--- src/rtl/he_tile_pkg.sv ---
// he_tile_pkg: sizes, coefficient/tile/polynomial types and FSM states for the relin tile host
`ifndef DEGREE_N
`define DEGREE_N 16
`endif
`ifndef TILE_N
`define TILE_N 4
`endif
`ifndef BIT_WIDTH
`define BIT_WIDTH 32
`endif
package he_tile_pkg;
    localparam int DEGREE_N = `DEGREE_N;
    localparam int TILE_N = `TILE_N;
    localparam int BIT_WIDTH = `BIT_WIDTH;
    localparam int NT = DEGREE_N / TILE_N;
    localparam int IDX_W = $clog2(NT + 1);
    localparam int SEL_W = (NT > 1) ? $clog2(NT) : 1;
    typedef logic [BIT_WIDTH-1:0] coeff_t;
    typedef coeff_t [TILE_N-1:0] tile_t;
    typedef coeff_t [DEGREE_N-1:0] poly_t;
    typedef tile_t [NT-1:0] tiles_t;
    typedef enum logic [2:0] {IDLE, SEND, WAIT_RES, RECV_C0, RECV_C1, DONE} state_e;
endpackage

--- src/rtl/tile_assembler.sv ---
// tile_assembler: writes incoming result tiles in order into a full polynomial
module tile_assembler
    import he_tile_pkg::*;
(
    input  logic             clk,
    input  logic             rst,
    input  logic             clr_i,
    input  logic             we_i,
    input  tile_t            tile_i,
    output logic [IDX_W-1:0] idx_o,
    output poly_t            poly_o
);
    logic [IDX_W-1:0] idx_d, idx_q;
    tiles_t acc_d, acc_q;
    always_comb begin
        idx_d = clr_i ? '0 : idx_q + IDX_W'(we_i);
        acc_d = acc_q;
        if (we_i) acc_d[idx_q[SEL_W-1:0]] = tile_i;
    end
    always_ff @(posedge clk) begin
        if (!rst) begin
            idx_q <= '0;
            acc_q <= '0;
        end else begin
            idx_q <= idx_d;
            acc_q <= acc_d;
        end
    end
    assign idx_o = idx_q;
    assign poly_o = poly_t'(acc_q);
endmodule

--- src/rtl/relin_tile_host.sv ---
// relin_tile_host: streams a c2 polynomial out as tiles and reassembles the c0/c1 result tiles
module relin_tile_host
    import he_tile_pkg::*;
#(
    parameter int TIMEOUT = 4096
) (
    input  logic  clk,
    input  logic  rst,
    input  logic  start_i,
    input  poly_t poly_i,
    output logic  busy_o,
    output logic  done_o,
    output logic  err_o,
    output logic  tile_valid_o,
    input  logic  tile_ready_i,
    output tile_t tile_o,
    input  logic  res_valid_i,
    input  logic  res_key_sel_i,
    input  tile_t res_coeff_i,
    output poly_t c0_o,
    output poly_t c1_o
);
    localparam int TW = (TIMEOUT > 1) ? $clog2(TIMEOUT) : 1;
    state_e state_d, state_q;
    logic [IDX_W-1:0] tx_d, tx_q, c0_idx, c1_idx;
    logic [TW-1:0] timer_d, timer_q;
    poly_t poly_d, poly_q;
    tiles_t poly_tiles;
    logic busy_d, busy_q, done_d, done_q, err_d, err_q, valid_d, valid_q;
    logic clr, c0_we, c1_we, beat0, beat1;
    assign beat0 = res_valid_i & ~res_key_sel_i;
    assign beat1 = res_valid_i & res_key_sel_i;
    always_comb begin
        state_d = state_q;
        tx_d = tx_q;
        timer_d = timer_q;
        poly_d = poly_q;
        err_d = err_q;
        clr = 1'b0;
        c0_we = 1'b0;
        c1_we = 1'b0;
        case (state_q)
            IDLE: if (start_i) begin
                poly_d = poly_i;
                err_d = 1'b0;
                tx_d = '0;
                state_d = SEND;
            end
            SEND: if (tile_ready_i) begin
                tx_d = (tx_q == IDX_W'(NT - 1)) ? '0 : tx_q + IDX_W'(1);
                if (tx_q == IDX_W'(NT - 1)) begin
                    state_d = WAIT_RES;
                    timer_d = '0;
                    clr = 1'b1;
                end
            end
            WAIT_RES: begin
                timer_d = timer_q + TW'(1);
                if (beat0) begin
                    c0_we = 1'b1;
                    state_d = RECV_C0;
                end else if (beat1 || timer_q == TW'(TIMEOUT - 1)) begin
                    err_d = 1'b1;
                    state_d = IDLE;
                end
            end
            RECV_C0: if (beat1) begin
                if (c0_idx == IDX_W'(NT)) begin
                    c1_we = 1'b1;
                    state_d = (NT == 1) ? DONE : RECV_C1;
                end else begin
                    err_d = 1'b1;
                    state_d = IDLE;
                end
            end else if (beat0 && c0_idx != IDX_W'(NT)) begin
                c0_we = 1'b1;
            end
            RECV_C1: if (beat0) begin
                err_d = 1'b1;
                state_d = IDLE;
            end else if (beat1) begin
                c1_we = 1'b1;
                if (c1_idx == IDX_W'(NT - 1)) state_d = DONE;
            end
            DONE: state_d = IDLE;
            default: state_d = IDLE;
        endcase
        busy_d = state_d != IDLE;
        valid_d = state_d == SEND;
        done_d = state_d == DONE;
    end
    always_ff @(posedge clk) begin
        if (!rst) begin
            state_q <= IDLE;
            tx_q <= '0;
            timer_q <= '0;
            poly_q <= '0;
            busy_q <= 1'b0;
            done_q <= 1'b0;
            err_q <= 1'b0;
            valid_q <= 1'b0;
        end else begin
            state_q <= state_d;
            tx_q <= tx_d;
            timer_q <= timer_d;
            poly_q <= poly_d;
            busy_q <= busy_d;
            done_q <= done_d;
            err_q <= err_d;
            valid_q <= valid_d;
        end
    end
    // tx_q only reaches NT-1 while sending, so the low bits select the tile
    assign poly_tiles = tiles_t'(poly_q);
    assign tile_o = poly_tiles[tx_q[SEL_W-1:0]];
    assign busy_o = busy_q;
    assign done_o = done_q;
    assign err_o = err_q;
    assign tile_valid_o = valid_q;
    tile_assembler u_c0 (
        .clk(clk), .rst(rst), .clr_i(clr), .we_i(c0_we),
        .tile_i(res_coeff_i), .idx_o(c0_idx), .poly_o(c0_o)
    );
    tile_assembler u_c1 (
        .clk(clk), .rst(rst), .clr_i(clr), .we_i(c1_we),
        .tile_i(res_coeff_i), .idx_o(c1_idx), .poly_o(c1_o)
    );
endmodule

--- config.mk ---
export PLATFORM = sky130hd
export DESIGN_NAME = relin_tile_host
export DESIGN_NICKNAME = d
export VERILOG_FILES = /design/src/rtl/he_tile_pkg.sv /design/src/rtl/tile_assembler.sv /design/src/rtl/relin_tile_host.sv
export SDC_FILE = /design/constraint.sdc
export NUM_CORES = 2
export LEC_CHECK = 0
export CORE_AREA = 2 2 712 714
export DETAILED_ROUTE_END_ITERATION = 10
export DIE_AREA = 0 0 714 716
export PLACE_DENSITY = 0.3
export SLEW_MARGIN = 20
export SYNTH_ARGS = -nofsm -noshare
export SYNTH_HDL_FRONTEND = slang
export SYNTH_SLANG_ARGS = --single-unit
--- constraint.sdc ---
create_clock -name clk -period 3.7 [get_ports clk]
set_clock_uncertainty 0.05 [all_clocks]
set_input_delay 0.74 -clock clk [delete_from_list [all_inputs] [get_ports clk]]
set_output_delay 0.74 -clock clk [all_outputs]
set_load 0.01 [all_outputs]
==> flow_summary.json <==
{
  "status": "completed",
  "syn_area_per_cell_um2": 8.83,
  "worstMarginPinSlew_ns": 0.924,
  "cp.depth": 5,
  "gp_congestion": 0.863,
  "cts_sinks": 1564,
  "dieHeight_um": 716,
  "grt_use_total_pct": 14.9,
  "core_area_um2": 504000,
  "crit_fanout": 14,
  "first_global_vias": 54200,
  "synth_area_um2": 58400,
  "holdPathEnd": "poly_q[56]",
  "hold_ws_ns": 0.348,
  "hold_path_class": "primary input to flip-flop",
  "routed_via_density": 3.58,
  "placed_area_um2": 85100,
  "synth_cell_types": 47,
  "cp-end-kind": "primary output",
  "async_flop_share_pct": 0,
  "grt_antenna_before_repair": 159,
  "syn_nets": 7268,
  "r2r_setup_slack_ns": 1.00,
  "arrival_ns": 2.73,
  "clockRootBuffer": "clkbuf_16",
  "h-tree-depth": 4,
  "power.density_nw_per_um2": 454,
  "stdcell_count": 15200,
  "dp_cells": 14800,
  "cpPeakStageDelay_ns": 0.55,
  "r2r_start": "u_c0.idx_o[1]",
  "power_leakage_uw": 0.0308,
  "crit_start": "tx_q[0]",
  "critPathSlowestCell": "mux4_2",
  "netlist_top_cells_count": "nand2_1, dfxtp_1, a21boi_0",
  "synth-seq-cells": 1564,
  "final_antenna_net_count": 0,
  "finalHoldViolCount": 0,
  "clkPwrFrac_pct": 50.9,
  "synth_top_area_cell": "dfxtp_1",
  "place_hpwl_um": 314000,
  "synth_seq_area_share_pct": 53.6,
  "port_buffers": 1801,
  "fin_crit_ns": 3.52,
  "reg2reg_depth": 6,
  "clock_latency_ns": 0.90,
  "io_pins": 1802,
  "cts_tree": "yes",
  "max_freq_ghz": 0.284,
  "routedWlPerCell_um": 26.2,
  "drive_gt1_share_pct": 8.97,
  "cp.required_ns": 2.91,
  "cts-buffers-inserted": 211,
  "initial_core_util_pct": 11.6,
  "max_slew_margin_pct": 38.2,
  "p_total_uw": 42100,
  "grt_start_max_net_pins": 119,
  "ys_warn_count": 0,
  "synth-edff-count": 0,
  "setup_viol": 0,
  "syn_to_final_growth_pct": 58.8,
  "ir_drop_v": 0.000341,
  "internal_power_uw": 31200,
  "syn_inst": 6616,
  "final_area_um2": 92700,
  "path_class": "flip-flop to primary output",
  "clkSlewWorstSetupHoldPaths_ns": 0.06,
  "die_x_um": 714,
  "hold_depth": 3,
  "clock_path_buffers": 4,
  "crit_family": "buffers and inverters",
  "synthFlopType": "dfxtp_1",
  "swShare_pct": 25.9,
  "synth_most_common_cell": "nand2_1",
  "dieArea_um2": 511000,
  "cp_cell_sequence": "buf_12 > buf_16 > buf_16 > mux4_2 > dlygate4sd2_1",
  "slew_violations": 0,
  "row_count": 261,
  "drc": 0,
  "drt-total-wl_um": 400000,
  "global_route.overflow_total": 0,
  "worst_r2r_endpoint": "u_c0.poly_o[62]",
  "start_kind": "flip-flop",
  "crit_buf_inv": 4,
  "cpMostUsedCell": "buf_16",
  "synthTopCellsByArea": "dfxtp_1, nand2_1, a21boi_0",
  "rsz0062_at_grt": "no",
  "grt_pass1_wl_um": 520000,
  "max_cap_violations": 0,
  "firstDrtPassIters": 5,
  "via_count": 54600,
  "min_period_over_period_pct": 95.1,
  "pwr-share-comb_pct": 7.8,
  "seqPwrFrac_pct": 41.3,
  "synth_top_area_share_pct": 53.6,
  "drtIter0Drc": 3057,
  "p_sw_uw": 10900,
  "hold_path.startpoint": "poly_i[56]",
  "nNetsFinal": 8966
}
final cells by class:
type	count	area [um^2]
clock buffers	311	6130
inverters	6	22.5
diodes	51	128
repair buffers	2046	21000
fillers	56200	411000
multi-input cells	4485	24800
well taps	6706	8390
clock inverters	75	1010
flip-flops and latches	1564	31300
layer usage:
metal  track usage [%]  up-vias  wire length [um]
met5                 0        -               425
met4              4.73       66             14700
met3              5.09      526             33300
met2              27.2     1843            202000
met1              16.1    26500            149000
li1                  -    25700                 -
worst reg2reg max path: cells and delay by family, from the launching register on:
family,cells,cell delay (ns)
AOI/OAI and AO/OA,1,0.18
buffers and inverters,2,0.58
DFF,1,0.65
and+or+nand+nor,3,1.16
flip-flops by register name, summed over array words and instances, names as in the netlist:
register	count
done_o	1
u_c1.poly_o	512
err_o	1
busy_o	1
tile_valid_o	1
poly_q	512
state_q	3
u_c0.idx_o	3
tx_q	3
timer_q	12
u_c0.poly_o	512
u_c1.idx_o	3
how the worst max path moves through the flow:
stage	endpoint
after floorplan	tile_o[79]
after global placement	u_c0.poly_o[207]
after detailed placement	u_c0.poly_o[220]
after CTS	tile_o[64]
after global routing	tile_o[43]
final	tile_o[111]
per-stage QoR:
| stage | setup TNS, ns | setup slack (ns) | utilization [%] |
|---|---|---|---|
| 2_1_floorplan | 0 | 1.09 | - |
| 3_3_place_gp | 0 | 0.405 | 16.9 |
| 3_5_place_dp | 0 | 0.342 | 16.9 |
| 4_1_cts | -0.170 | -0.130 | 18.4 |
| 5_1_grt | 0 | 0.00757 | 18.4 |
| 6_report | 0 | 0.180 | 18.4 |
power groups by stage:
stage | clock [uW] | combinational, uW | sequential (uW)
floorplan | 0 | 1230 | 17700
global placement | 0 | 3410 | 17800
detailed placement | 0 | 3420 | 17800
CTS | 22400 | 3420 | 17400
global route | 23000 | 3540 | 17400
finish | 21400 | 3280 | 17400
timing repair:
item                                    in CTS  in global routing
gates cloned                                 7                  0
hold buffers                                 0                  0
endpoints found under the setup margin     128                  2
gates resized for setup                    252                  4
setup buffers                               21                  0
cells in the final DEF (no fill, tap or decap), types with 36 or more instances in the layout:
cell type | Yosys | final
a21boi_0 | 1023 | 1023
buf_12 | 0 | 74
buf_4 | 2 | 153
clkbuf_1 | 350 | 55
clkbuf_16 | 0 | 213
clkbuf_8 | 0 | 43
clkdlybuf4s50_1 | 0 | 1677
clkinv_2 | 0 | 36
dfxtp_1 | 1564 | 1562
diode_2 | 0 | 51
dlygate4sd2_1 | 0 | 79
mux4_2 | 128 | 128
nand2_1 | 2191 | 2189
nand3_1 | 521 | 520
o21ai_0 | 443 | 443
o21ai_1 | 74 | 74
cell families after synthesis:
logic type               synth area share [%]
adder cells (fa/ha/maj)                 0.129
multiplexers                             4.95
XOR/XNOR                                0.165
AND/OR/NAND/NOR                          19.3
flip-flops                               53.6
buffers and inverters                    4.09
AO/OA/AOI/OAI                            17.8
(Power assumes the default switching activity.)
